File: config.mk
export PLATFORM = sky130hd
export DESIGN_NAME = ram_arbiter
export DESIGN_NICKNAME = d
export VERILOG_FILES = /design/src/rtl/sap3_pkg.sv /design/src/rtl/rr_arb2.sv /design/src/rtl/ram_arbiter.sv
export SDC_FILE = /design/constraint.sdc
export NUM_CORES = 1
export LEC_CHECK = 0
export ABC_AREA = 1
export BUFFER_PORTS_ARGS = -buffer_cell sky130_fd_sc_hd__buf_2
export CAP_MARGIN = 20
export CORE_UTILIZATION = 33
export DETAILED_ROUTE_END_ITERATION = 7
export PLACE_DENSITY = 0.76
export SKIP_LAST_GASP = 1
export SLEW_MARGIN = 10
export SYNTH_ARGS = -nofsm -noshare
export SYNTH_HDL_FRONTEND = slang
export SYNTH_SLANG_ARGS = --single-unit
export TNS_END_PERCENT = 20
File: constraint.sdc
create_clock -name clk -period 1.57 [get_ports clk]
set_clock_uncertainty 0.15 [all_clocks]
set_input_delay 0.157 -clock clk [delete_from_list [all_inputs] [get_ports clk]]
set_output_delay 0.157 -clock clk [all_outputs]
set_load 0.01 [all_outputs]
File: src/rtl/sap3_pkg.sv
// Shared defaults, arbiter state encoding and port indices for the RAM arbiter.
package sap3_pkg;

  localparam int unsigned AW_DEF       = 16;
  localparam int unsigned DW_DEF       = 8;
  localparam int unsigned LOCK_MAX_DEF = 64;

  typedef enum logic [1:0] {
    OPEN    = 2'd0,
    LOCKED  = 2'd1,
    BLOCKED = 2'd2
  } arb_state_t;

  localparam logic PORT_CPU = 1'b0;
  localparam logic PORT_LDR = 1'b1;

endpackage

File: src/rtl/rr_arb2.sv
// Two-way round-robin arbiter.
//   req_cpu_c/req_ldr_c : qualified requests
//   prio                : port that wins a tie
//   gnt_cpu_c/gnt_ldr_c : one-hot-or-zero grant
//   prio_nxt_c          : priority after this cycle (the other port once one wins)
module rr_arb2
  import sap3_pkg::*;
(
  input  logic req_cpu_c,
  input  logic req_ldr_c,
  input  logic prio,
  output logic gnt_cpu_c,
  output logic gnt_ldr_c,
  output logic prio_nxt_c
);

  always_comb begin
    gnt_cpu_c  = req_cpu_c & (~req_ldr_c | (prio == PORT_CPU));
    gnt_ldr_c  = req_ldr_c & ~gnt_cpu_c;
    prio_nxt_c = prio;
    if (gnt_cpu_c)      prio_nxt_c = PORT_LDR;
    else if (gnt_ldr_c) prio_nxt_c = PORT_CPU;
  end

endmodule

File: src/rtl/ram_arbiter.sv
// Arbitrates a single-port RAM between the CPU and a loader/DMA port with
// an optional, time-limited loader bus lock.
//   cpu_*      : CPU request/write qualifier/address/data, grant, stall, read return
//   ldr_*      : loader request/write/lock/address/data, grant, read return
//   ram_*      : RAM port, 1-cycle read latency
//   lock_err   : sticky, set when a lock is forcibly released at LOCK_MAX
module ram_arbiter
  import sap3_pkg::*;
#(
  parameter int unsigned AW       = AW_DEF,
  parameter int unsigned DW       = DW_DEF,
  parameter int unsigned LOCK_MAX = LOCK_MAX_DEF
) (
  input  logic          clk,
  input  logic          rst_n,
  input  logic          cpu_req,
  input  logic          cpu_we,
  input  logic [AW-1:0] cpu_addr,
  input  logic [DW-1:0] cpu_wdata,
  input  logic          ldr_req,
  input  logic          ldr_we,
  input  logic          ldr_lock,
  input  logic [AW-1:0] ldr_addr,
  input  logic [DW-1:0] ldr_wdata,
  output logic          cpu_gnt,
  output logic          ldr_gnt,
  output logic          cpu_rvalid,
  output logic          ldr_rvalid,
  output logic [DW-1:0] cpu_rdata,
  output logic [DW-1:0] ldr_rdata,
  output logic          cpu_stall,
  output logic          ram_en,
  output logic          ram_we,
  output logic [AW-1:0] ram_addr,
  output logic [DW-1:0] ram_wdata,
  input  logic [DW-1:0] ram_rdata,
  output logic          lock_err
);

  localparam int unsigned CW = $clog2(LOCK_MAX + 1);

  arb_state_t    state;
  logic          prio;
  logic          owner;
  logic [CW-1:0] lock_cnt;
  logic          lock_full_c;
  logic          req_cpu_c;
  logic          req_ldr_c;
  logic          prio_nxt_c;

  // Lock has run its full budget and is still asserted: this cycle grants nobody.
  assign lock_full_c = (state == LOCKED) && ldr_lock && (lock_cnt == CW'(LOCK_MAX));
  assign req_cpu_c   = cpu_req & (state != LOCKED);
  assign req_ldr_c   = ldr_req & ~lock_full_c;

  rr_arb2 u_rr (
    .req_cpu_c (req_cpu_c),
    .req_ldr_c (req_ldr_c),
    .prio      (prio),
    .gnt_cpu_c (cpu_gnt),
    .gnt_ldr_c (ldr_gnt),
    .prio_nxt_c(prio_nxt_c)
  );

  assign cpu_stall = cpu_req & ~cpu_gnt;

  // RAM port mirrors the winner; idle cycles keep ram_we low.
  always_comb begin
    ram_en    = cpu_gnt | ldr_gnt;
    ram_we    = 1'b0;
    ram_addr  = cpu_addr;
    ram_wdata = cpu_wdata;
    if (ldr_gnt) begin
      ram_we    = ldr_we;
      ram_addr  = ldr_addr;
      ram_wdata = ldr_wdata;
    end else if (cpu_gnt) begin
      ram_we    = cpu_we;
    end
  end

  // Read data arrives one cycle after the grant; steer it by the registered owner.
  assign cpu_rdata = (cpu_rvalid && (owner == PORT_CPU)) ? ram_rdata : '0;
  assign ldr_rdata = (ldr_rvalid && (owner == PORT_LDR)) ? ram_rdata : '0;

  // Read tracking and round-robin priority.
  always_ff @(posedge clk or negedge rst_n) begin
    if (!rst_n) begin
      cpu_rvalid <= 1'b0;
      ldr_rvalid <= 1'b0;
      owner      <= PORT_CPU;
      prio       <= PORT_CPU;
    end else begin
      cpu_rvalid <= cpu_gnt & ~cpu_we;
      ldr_rvalid <= ldr_gnt & ~ldr_we;
      if (ldr_gnt)      owner <= PORT_LDR;
      else if (cpu_gnt) owner <= PORT_CPU;
      prio <= lock_full_c ? PORT_CPU : prio_nxt_c;
    end
  end

  // Lock FSM with hold counter and sticky forced-release flag.
  always_ff @(posedge clk or negedge rst_n) begin
    if (!rst_n) begin
      state    <= OPEN;
      lock_cnt <= '0;
      lock_err <= 1'b0;
    end else begin
      case (state)
        OPEN: begin
          if (ldr_gnt && ldr_lock) begin
            state    <= LOCKED;
            lock_cnt <= CW'(1);
          end
        end
        LOCKED: begin
          if (!ldr_lock) begin
            state    <= OPEN;
            lock_cnt <= '0;
          end else if (lock_full_c) begin
            state    <= BLOCKED;
            lock_cnt <= '0;
            lock_err <= 1'b1;
          end else begin
            lock_cnt <= lock_cnt + CW'(1);
          end
        end
        BLOCKED: begin
          if (!ldr_lock) state <= OPEN;
        end
        default: begin
          state    <= OPEN;
          lock_cnt <= '0;
        end
      endcase
    end
  end

endmodule

# Word level (Yosys, flattened, before mapping)
# Cells that the tools add are included.
# op_classes
addsub,1
multipliers,0
div,0
magnitude_cmp,0
eq_ne,7
shift,0
mux,20
bitwise_logic,17
reduce_logical,11
# ops
cell,count
8-bit 2-to-1 mux,3
7-bit 2-to-1 mux,3
7-bit case mux with 3 select lines,1
16-bit 2-to-1 mux,1
2-bit 2-to-1 mux,4
1-bit inverter,8
"7-bit by 1-bit adder with 7-bit output, second input constant",1
1-bit AND,7
"7-bit == test, second input constant",1
1-bit 2-to-1 mux,7
2-bit case mux with 3 select lines,1
3-bit AND reduction,2
1-bit logical AND,5
"2-bit != test, second input constant",2
"3-bit != test, second input constant",1
3-bit nonzero test,1
"2-bit by 1-bit == test with 1-bit output, second input constant",1
"2-bit == test, second input constant",1
2-bit zero test,1
"2-bit by 1-bit != test with 1-bit output, second input constant",1
1-bit OR,2
2-bit AND reduction,1
2-bit nonzero test,1
# totals
ff_bits,14
latch_bits,0
ram_bits,0
rom_bits,0
out_inout_bits,48
n_memories,0

# Longest topological paths before layout
# Gate-level depths: netlist of the first run.
# depth
depth_word,13
mapped_depth,11
depth_no_buf,11

# Modules after synthesis
# A second synthesis of the first run with hierarchy kept.
# unflattened
cells_unflattened,203
area_unflattened_um2,1173.6
# modules_own_cells
mod,instances,cells_per_inst,area_each_um2,seq_area_each_um2
ram_arbiter,1,196,1134.8,350.3
rr_arb2,1,7,38.8,0.0

# Worst setup path after synthesis of the first run
# No wires, ideal clock.
# synth_path
path_type,reg2out
startpoint,reg lock_cnt[0]
endpoint,out ram_we
t_arrival_ps,1437
required_ps,1263
path_slack_ps,-174
path_stages_with_launch,12
path_buffers,0
path_cell_list,dfrtp_1 -> inv_1 -> ha_1 -> nand2_1 -> nor2_2 -> nand3_4 -> and2_1 -> nand2_1 -> nand2_1 -> inv_2 -> nand2_1 -> nand2_1
# synth_between
elab_chain_len,10
word_cells_on_any_way,11
cone_classes,eq/ne (1); mux (2); bitwise (7); reduce/logical (1)
# synth_lines
element,line_no,rtl
"start, declared",ram_arbiter.sv:45,logic [CW-1:0] lock_cnt;
"start signal, assigned",ram_arbiter.sv:125,lock_cnt <= lock_cnt + CW'(1);
7-bit == test (*),ram_arbiter.sv:52,assign lock_full_c = (state == LOCKED) && ldr_lock && (lock_cnt == CW'(LOCK_MAX));
1-bit logical AND (*),ram_arbiter.sv:52,
1-bit inverter (*),ram_arbiter.sv:54,assign req_ldr_c = ldr_req & ~lock_full_c;
1-bit AND (*),ram_arbiter.sv:54,
1-bit inverter (*),rr_arb2.sv:18,gnt_cpu_c = req_cpu_c & (~req_ldr_c | (prio == PORT_CPU));
1-bit OR (*),rr_arb2.sv:18,
1-bit AND (*),rr_arb2.sv:18,
net cpu_gnt,ram_arbiter.sv:25,"output logic cpu_gnt,"
1-bit inverter,rr_arb2.sv:19,gnt_ldr_c = req_ldr_c & ~gnt_cpu_c;
1-bit AND,rr_arb2.sv:19,
1-bit 2-to-1 mux (*),ram_arbiter.sv:73,if (ldr_gnt) begin
"end, declared",ram_arbiter.sv:33,"output logic ram_we,"
# The timed path passes the listed nets; every way through them passes the cells marked *.

# Worst setup path in the final report of the first run
# layout_path
startpoint,reg lock_cnt[0]
endpoint,out ram_wdata[7]
# layout_between
elab_chain_len,10
# layout_lines
element,line_no,rtl
7-bit == test (*),ram_arbiter.sv:52,
1-bit logical AND (*),ram_arbiter.sv:52,
1-bit inverter (*),ram_arbiter.sv:54,
1-bit AND (*),ram_arbiter.sv:54,
1-bit inverter,rr_arb2.sv:18,
1-bit OR,rr_arb2.sv:18,
1-bit AND,rr_arb2.sv:18,
1-bit inverter,rr_arb2.sv:19,
1-bit AND (*),rr_arb2.sv:19,
8-bit 2-to-1 mux (*),ram_arbiter.sv:73,
"end, declared",ram_arbiter.sv:35,"output logic [DW-1:0] ram_wdata,"
# Mark *: on every way between the ends. The rest lies on a longest branch, timed or not.

==> impl_metrics.yaml, run 1 <==
outcome:
  status: "finished, violations left"
  violations: "setup timing"
cells_and_area:
  utilization_pct: 61.1
  antenna_cells: 0
  syn_to_final_growth_pct: 74.6
  multi_input_area_um2: 743
  regArea_um2: 350
  fin_nets: 405
  num-fill-cells: 318
  layout-drive-gt1-share_pct: 48.7
sta:
  drv_slew: 0
  tightest_slew_ns: 0.353
  setup_viol: 39
  finalHoldViolations: 0
  post-route-min-period_ns: 2.13
  max_freq_mhz: 470
  tns_ns: -18.24
  rsz0062_at_grt: "yes"
  relSlewSlack_pct: 76.3
  finalCritPeriodShare_pct: 136
  fin_ws_ns: -0.558
floorplanning:
  row_count: 21
  core-area_um2: 3390
  start_util_pct: 35.0
  die-area_um2: 3840
  chipHeight_um: 62.0
  ios: 111
  die_x_um: 62.0
synth:
  synthCells: 202
  synth_largest_area_cell: "nand2_1"
  avgSynthCellArea_um2: 5.87
  synth.area.top_cells: "nand2_1, dfrtp_1, nor2_1, inv_1, nand3_1"
  synth_warnings: 0
  netlist_top_cells_count: "nand2_1, nor2_1, inv_1"
  ys_ff_latch: 14
  synth_edf_count: 0
  synth.net_count: 267
  yosysTopAreaCellShare_pct: 33.2
  synth_cell_types: 25
  netlist_area_um2: 1190
  seq_area_frac_synth_pct: 29.5
  ys_dominant_reg_cell: "dfrtp_1"
  yosys.cell_count.top_type: "nand2_1"
  async_reset_ff_share_pct: 100
min_path:
  min-delay-start: "ldr_lock"
  hp-class: "primary input to flip-flop"
drt:
  drt_iter0_markers: 29
  firstDrtPassIters: 4
  num_vias: 1644
  drc_errors: 0
  wl_um: 3900
  wl_per_cell_um: 10.1
  via_per_inst: 4.27
  ant_nets: 0
cts:
  insertion_delay_ns: 0.30
  clk_pin_slew_worst_paths_ns: 0.10
  cts_tree: "done"
  cts-htree-levels: 1
  cts_sinks: 14
  cts_made_buffers: 3
  root_buffer: "clkbuf_4"
  clk_path_buf_depth: 2
power:
  power.total_mw: 1.57
  ir_drop_v: 0.000286
  leakage_nw: 1.35
  powerDensity_nw_per_um2: 759
critical_path:
  cp-end-kind: "output pin"
  crit_arrival_ns: 1.82
  r2r-start: "lock_cnt[0]"
  crit_required_ns: 1.26
  crit_path_start_kind: "flip-flop"
  startpoint: "lock_cnt[0]"
  critPathMaxFanout: 26
  critPathKind: "flip-flop to output pin"
global_route:
  grt_max_degree: 27
  grt_pass1_wl_um: 5380
  gr-total-overflow: 0
  grt_pass1_vias: 1274
  grt.total_usage_pct: 19.2
  antenna_found_initial: 0
placement:
  portBuffers: 110
  place_hpwl_um: 3080
  gp_congestion: 0.801
run:
  drv_cap: 0
## logic make-up (layout without fill, tap and decap cells)
logic type               Yosys count  in the layout  synth area share (%)
AND/OR/NAND/NOR                  145            145                  49.7
buffers and inverters             30            167                  11.6
flip-flops                        14             14                  29.5
AO/OA/AOI/OAI                     10             10                  6.33
adder cells (fa/ha/maj)            2              2                  2.11
XOR/XNOR                           1              1                 0.739
## worst max-delay path, cell delays in order (launching register included)
cell      delay (ns)
dfrtp_1         0.40
inv_2           0.08
ha_4            0.13
nand2_1         0.06
nor2_2          0.14
nand3_4         0.10
o211ai_4        0.17
inv_6           0.15
nand2_1         0.09
nand2_1         0.06
buf_2           0.14
## timing repair
action | CTS | global route
setup buffers | 3 | 3
endpoints found under the setup margin | 38 | 49
cloned | 1 | 0
resized for setup | 6 | 4
pin swaps | 1 | 1
hold buffers | 3 | 0
endpoints found under the hold margin | 16 | 0
## metrics by stage
step           instances  hold WS, ns  cell area [um^2]  setup WS [ns]
3_5_place_dp         371      -0.0761              1920         -0.248
6_report             385       0.0643              2070         -0.558
2_1_floorplan        202       -0.289              1210         -0.137
5_1_grt              385       0.0717              2070         -0.673
4_1_cts              382       0.0605              2040         -0.516
3_3_place_gp         371      -0.0815              1920         -0.202
## registers in the layout, indices dropped and copies added, names as in the netlist
register	count
lock_err	1
prio	1
ldr_rvalid	1
cpu_rvalid	1
state	2
owner	1
lock_cnt	7
## report_power, final
part           switching, mW  internal, mW
registers             0.0387         0.406
logic                  0.440         0.414
clock network          0.133         0.142
## layout make-up
class                   instances  area share, %
inverters                      26           4.95
multi-input cells             158           35.9
repair buffers                137           37.7
clock buffers                   4           1.75
flip-flops and latches         14           16.9
well taps                      46           2.78
## path summary, 6_finish.rpt
check	cells after the start	slack [ns]	to
hold reg to reg	2	0.31	lock_err
setup / recovery	10	-0.56	ram_wdata[7]
min in group asynchronous	2	0.12	lock_cnt[0]
max in group asynchronous	2	0.90	lock_cnt[2]
hold / removal	5	0.06	state[0]
setup reg to reg	12	-0.38	lock_cnt[1]
## per-layer routing
layer | share of wire [%] | wire, um | up-vias | track usage, %
met3 | 5.0 | 194 | 5 | 3.31
met4 | 1.5 | 58 | 0 | 9.52
li1 | - | - | 883 | -
met2 | 49 | 1920 | 51 | 32.2
met1 | 44 | 1730 | 705 | 23.6
met5 | 0 | 0 | - | 0
## layout by cell type (no fill, tap or decap), drive strengths merged
master,synthesis,layout
and2,1,1
nand4,2,2
nor2,26,26
o211ai,2,2
buf,4,134
nand2,107,107
or2,1,1
nand3,7,7
ha,2,2
xor2,1,1
dlygate4sd3,0,3
o2111ai,1,1
dfrtp,14,14
clkbuf,0,4
o31ai,1,1
o21ai,3,3
a21oi,3,3
inv,26,26
nand3b,1,1
Note: power is estimated with default switching activity, not from simulation.
==> run 2: changes to the inputs <==
SKIP_CTS_REPAIR_TIMING = 1   (was default)
==> run 2 against run 1 <==
Net effect:
- the flow still finishes with violations (setup timing)
- non-clock buffer count decreased by 5
- design area shrank 2.7%
- wire length shrank 3.5%
- critical endpoint is now ram_addr[9]
- core utilization down 1.7 points
- largest cell class unchanged
- sequential cell count is the same
==> impl_metrics.yaml, run 2 (synthesized netlist as in run 1, its figures left out) <==
global_route:
  grt_pass1_vias: 1201
  grt.total_usage_pct: 18.1
  grt_pass1_wl_um: 5060
  grt_max_degree: 27
  gr-total-overflow: 0
  antenna_found_initial: 0
cells_and_area:
  fin_nets: 400
  largest_reg_flops: 7
  top_regs: "lock_cnt: 7 flops, state: 2 flops"
  final_area_um2: 2010
  regMostFlops: "lock_cnt"
  antenna_cells: 0
  most-common-layout-cells: "buf_2, nand2_1, nor2_1, inv_1, buf_4"
  syn_to_final_growth_pct: 69.8
  final_common_cell: "buf_2"
  layout-drive-gt1-share_pct: 47.0
run:
  drv_cap: 0
critical_path:
  critPathKind: "flip-flop to output pin"
  startpoint: "lock_cnt[0]"
  crit_path_start_kind: "flip-flop"
  r2r-start: "lock_cnt[0]"
  cp-end-kind: "output pin"
  critPathMaxFanout: 6
  crit_required_ns: 1.26
  crit_arrival_ns: 1.80
placement:
  portBuffers: 110
  place_hpwl_um: 3080
  place_area_um2: 1920
  gp_congestion: 0.801
floorplanning:
  core-area_um2: 3390
  start_util_pct: 35.0
  chipHeight_um: 62.0
  die_x_um: 62.0
  row_count: 21
  ios: 111
  die-area_um2: 3840
drt:
  wl_um: 3770
  via_per_inst: 4.27
  drc_errors: 0
  num_vias: 1622
  firstDrtPassIters: 4
  ant_nets: 0
  drt_iter0_markers: 41
  wl_per_cell_um: 9.91
sta:
  whs_ns: 0.0736
  fin_ws_ns: -0.537
  rsz0062_at_grt: "yes"
  tightest_slew_ns: 0.328
  max_freq_mhz: 475
  finalHoldViolations: 0
  relSlewSlack_pct: 78.0
  finalCritPeriodShare_pct: 134
  drv_slew: 0
  setup_viol: 38
  post-route-min-period_ns: 2.11
cts:
  root_buffer: "clkbuf_4"
  insertion_delay_ns: 0.29
  cts-htree-levels: 1
  cts_sinks: 14
  cts_tree: "done"
  cts_made_buffers: 3
  clk_pin_slew_worst_paths_ns: 0.09
  clk_path_buf_depth: 2
power:
  p_sw_uw: 583
  p_clk_share_pct: 18.1
  switching_share_pct: 38.9
  powerDensity_nw_per_um2: 743
  power_frac_seq_pct: 29.7
  leakage_nw: 1.33
  ir_drop_v: 0.000284
  combinationalPowerShare_pct: 52.2
  internal-power_uw: 915
outcome:
  violations: "setup timing"
  status: "finished, violations left"
min_path:
  min-delay-start: "ldr_lock"
  hp-class: "primary input to flip-flop"
-- run 2: critical path, cell delays in order (launching register included) --
cell and delay [ns]:
dfrtp_1 0.40, inv_2 0.06, ha_1 0.14, nand2_1 0.06, nor2_2 0.14, nand3_4 0.10, o211ai_4 0.16, buf_4 0.21
nand2_1 0.05, nand2_1 0.06, buf_2 0.12
-- run 2: metrics by stage --
step	utilization (%)	TNS, ns	setup slack [ns]	power (mW)	std cells
floorplan	-	-2.92	-0.137	0.852	202
global placement	56.7	-5.28	-0.202	1.19	371
detailed placement	56.7	-6.82	-0.248	1.20	371
CTS	57.8	-17.02	-0.593	1.47	375
global route	59.4	-22.40	-0.688	1.64	380
finish	59.4	-16.48	-0.537	1.50	380
-- run 2: path summary, 6_finish.rpt --
path                       slack, ns  cells after the start          end
max reg2reg                    -0.22                     11  lock_cnt[1]
min in group asynchronous       0.13                      2  lock_cnt[0]
max                            -0.54                     10  ram_addr[9]
min                             0.07                      5     state[0]
min reg2reg                     0.31                      2     lock_err
max in group asynchronous       0.90                      2  lock_cnt[3]
-- run 2: routing by layer --
metal	share of wire, %	vias to the layer above	global-route usage [%]
li1	-	872	-
met1	43	689	21.9
met2	50	56	31.0
met3	5.9	5	3.11
met4	1.5	0	8.57
met5	0	-	0
-- run 2: area by class of cell --
cell class / instances / area [um^2]
tap: 46 / 57.6
fill: 321 / 1380
sequential: 14 / 350
timing repair buffer: 132 / 739
clock buffer: 4 / 36.3
inverter: 26 / 103
multi-input combinational: 158 / 728
-- run 2: power by group through the flow --
stage,Combinational (mW),Clock (mW),Sequential (mW)
global route,0.892,0.296,0.451
finish,0.782,0.271,0.444
floorplan,0.394,0,0.458
CTS,0.754,0.278,0.442
detailed placement,0.751,0,0.449
global placement,0.741,0,0.446
==> run 3: changes to the inputs <==
CORE_UTILIZATION = 37   (was 33)
PLACE_DENSITY = 0.81   (was 0.76)
clock period = 2.15 ns   (was 1.57 ns; I/O delays follow)
==> run 3 against run 2 <==
Net effect:
- the run still ends with setup timing left
- setup slack better by 0.45 ns
- clock power is 33% lower
- clock-buffer cell count is the same
- sequential power is 25% lower
- register-to-register slack better by 0.51 ns
- critical endpoint is now ram_addr[13]
- global-route usage increased by 1.0 points
- total power fell by 25%
==> impl_metrics.yaml, run 3 (synthesized netlist as in run 1, its figures left out) <==
outcome:
  status: "finished, violations left"
  violations: "setup timing"
placement:
  place_area_um2: 1780
  portBuffers: 110
  gp_congestion: 0.820
  place_hpwl_um: 3030
  dp_cells: 354
cells_and_area:
  antenna_cells: 0
  syn_to_final_growth_pct: 72.7
  layout-drive-gt1-share_pct: 48.2
  most-common-layout-cells: "buf_2, nand2_1, nor2_1, inv_1, nand2_2"
  fin_cells: 374
  num-fill-cells: 284
  regMostFlops: "lock_cnt"
  fin_nets: 396
  final_area_um2: 2050
  final_common_cell: "buf_2"
  largest_reg_flops: 7
  utilization_pct: 67.1
  top_regs: "lock_cnt: 7 flops, state: 2 flops"
sta:
  post-route-min-period_ns: 2.24
  setup_viol: 24
  finalHoldViolations: 0
  rsz0062_at_grt: "yes"
  max_freq_mhz: 447
  whs_ns: 0.122
  fin_ws_ns: -0.0878
  finalCritPeriodShare_pct: 104
  relSlewSlack_pct: 79.1
  drv_slew: 0
  tightest_slew_ns: 0.313
floorplanning:
  chipHeight_um: 58.6
  core-area_um2: 3050
  die-area_um2: 3440
  start_util_pct: 38.9
  die_x_um: 58.6
  row_count: 20
  ios: 111
min_path:
  hp-class: "primary input to flip-flop"
cts:
  insertion_delay_ns: 0.28
  cts_tree: "done"
  root_buffer: "clkbuf_4"
  clk_pin_slew_worst_paths_ns: 0.08
  cts_made_buffers: 3
  cts-htree-levels: 1
  clk_path_buf_depth: 2
  cts_sinks: 14
drt:
  num_vias: 1703
  wl_um: 4270
  drc_errors: 0
  ant_nets: 0
  via_per_inst: 4.55
  firstDrtPassIters: 4
  wl_per_cell_um: 11.4
  drt_iter0_markers: 83
power:
  p_sw_uw: 447
  powerDensity_nw_per_um2: 547
  internal-power_uw: 673
  switching_share_pct: 39.9
  power_frac_seq_pct: 29.7
  ir_drop_v: 0.000250
  p_clk_share_pct: 16.2
  power.total_mw: 1.12
  leakage_nw: 1.32
  combinationalPowerShare_pct: 54.1
global_route:
  grt.total_usage_pct: 19.1
  grt_util_met3_pct: 4.40
  gr-total-overflow: 0
  grt_pass1_wl_um: 5060
  grt_max_degree: 27
  grt_pass1_vias: 1241
  busiest_layer: "met2"
  antenna_found_initial: 0
  grt.met2_usage_pct: 35.1
  use_met1_pct: 22.2
critical_path:
  critPathKind: "flip-flop to output pin"
  crit_required_ns: 1.78
  crit_arrival_ns: 1.87
  crit_path_start_kind: "flip-flop"
  critPathMaxFanout: 8
  cp-end-kind: "output pin"
run:
  drv_cap: 0
-- run 3: path summary, 6_finish.rpt --
kind                             start      endpoint  slack, ns  cells past startpoint
max                        lock_cnt[0]  ram_addr[13]      -0.09                     11
min reg2reg                   lock_err      lock_err       0.32                      2
max in group asynchronous        rst_n    cpu_rvalid       1.38                      2
min in group asynchronous        rst_n   lock_cnt[1]       0.23                      2
min                           ldr_lock      state[1]       0.12                      3
max reg2reg                lock_cnt[0]      state[0]       0.29                     12
-- run 3: layout make-up --
class                      count  area, um^2  share of cell area (%)
multi-input combinational    159         768                    37.5
inverter                      26         103                    5.01
clock buffer                   4        36.3                    1.77
tap                           44        55.1                    2.69
timing repair inverter         2        12.5                   0.611
sequential                    14         350                    17.1
timing repair buffer         125         723                    35.3
-- run 3: worst max-delay path, cell delays in order, from the launching register on --
cell and delay [ns]:
dfrtp_1 0.40, inv_2 0.09, ha_4 0.13, nand2_2 0.06
nor2_4 0.11, nand3_4 0.12, o211ai_4 0.12, buf_12 0.17
buf_12 0.13, nand2_1 0.06, nand2_1 0.07, buf_2 0.12
-- run 3: per-layer routing --
layer,up-vias,part of all wire [%]
met2,75,52
met5,-,0
met3,4,7.8
met1,754,39
met4,0,1.0
li1,870,-
-- run 3: metrics by stage --
step	setup slack [ns]	setup TNS, ns
2_1_floorplan	0.348	0
3_3_place_gp	0.175	0
3_5_place_dp	0.112	0
4_1_cts	-0.211	-4.66
5_1_grt	-0.161	-3.22
6_report	-0.0878	-1.14
-- run 3: power groups by stage --
stage / sequential [mW] / combinational, mW / clock, mW
after floorplan: 0.333 / 0.277 / 0
after global placement: 0.335 / 0.457 / 0
after detailed placement: 0.338 / 0.463 / 0
after CTS: 0.333 / 0.467 / 0.188
after global routing: 0.336 / 0.662 / 0.199
final: 0.333 / 0.605 / 0.182
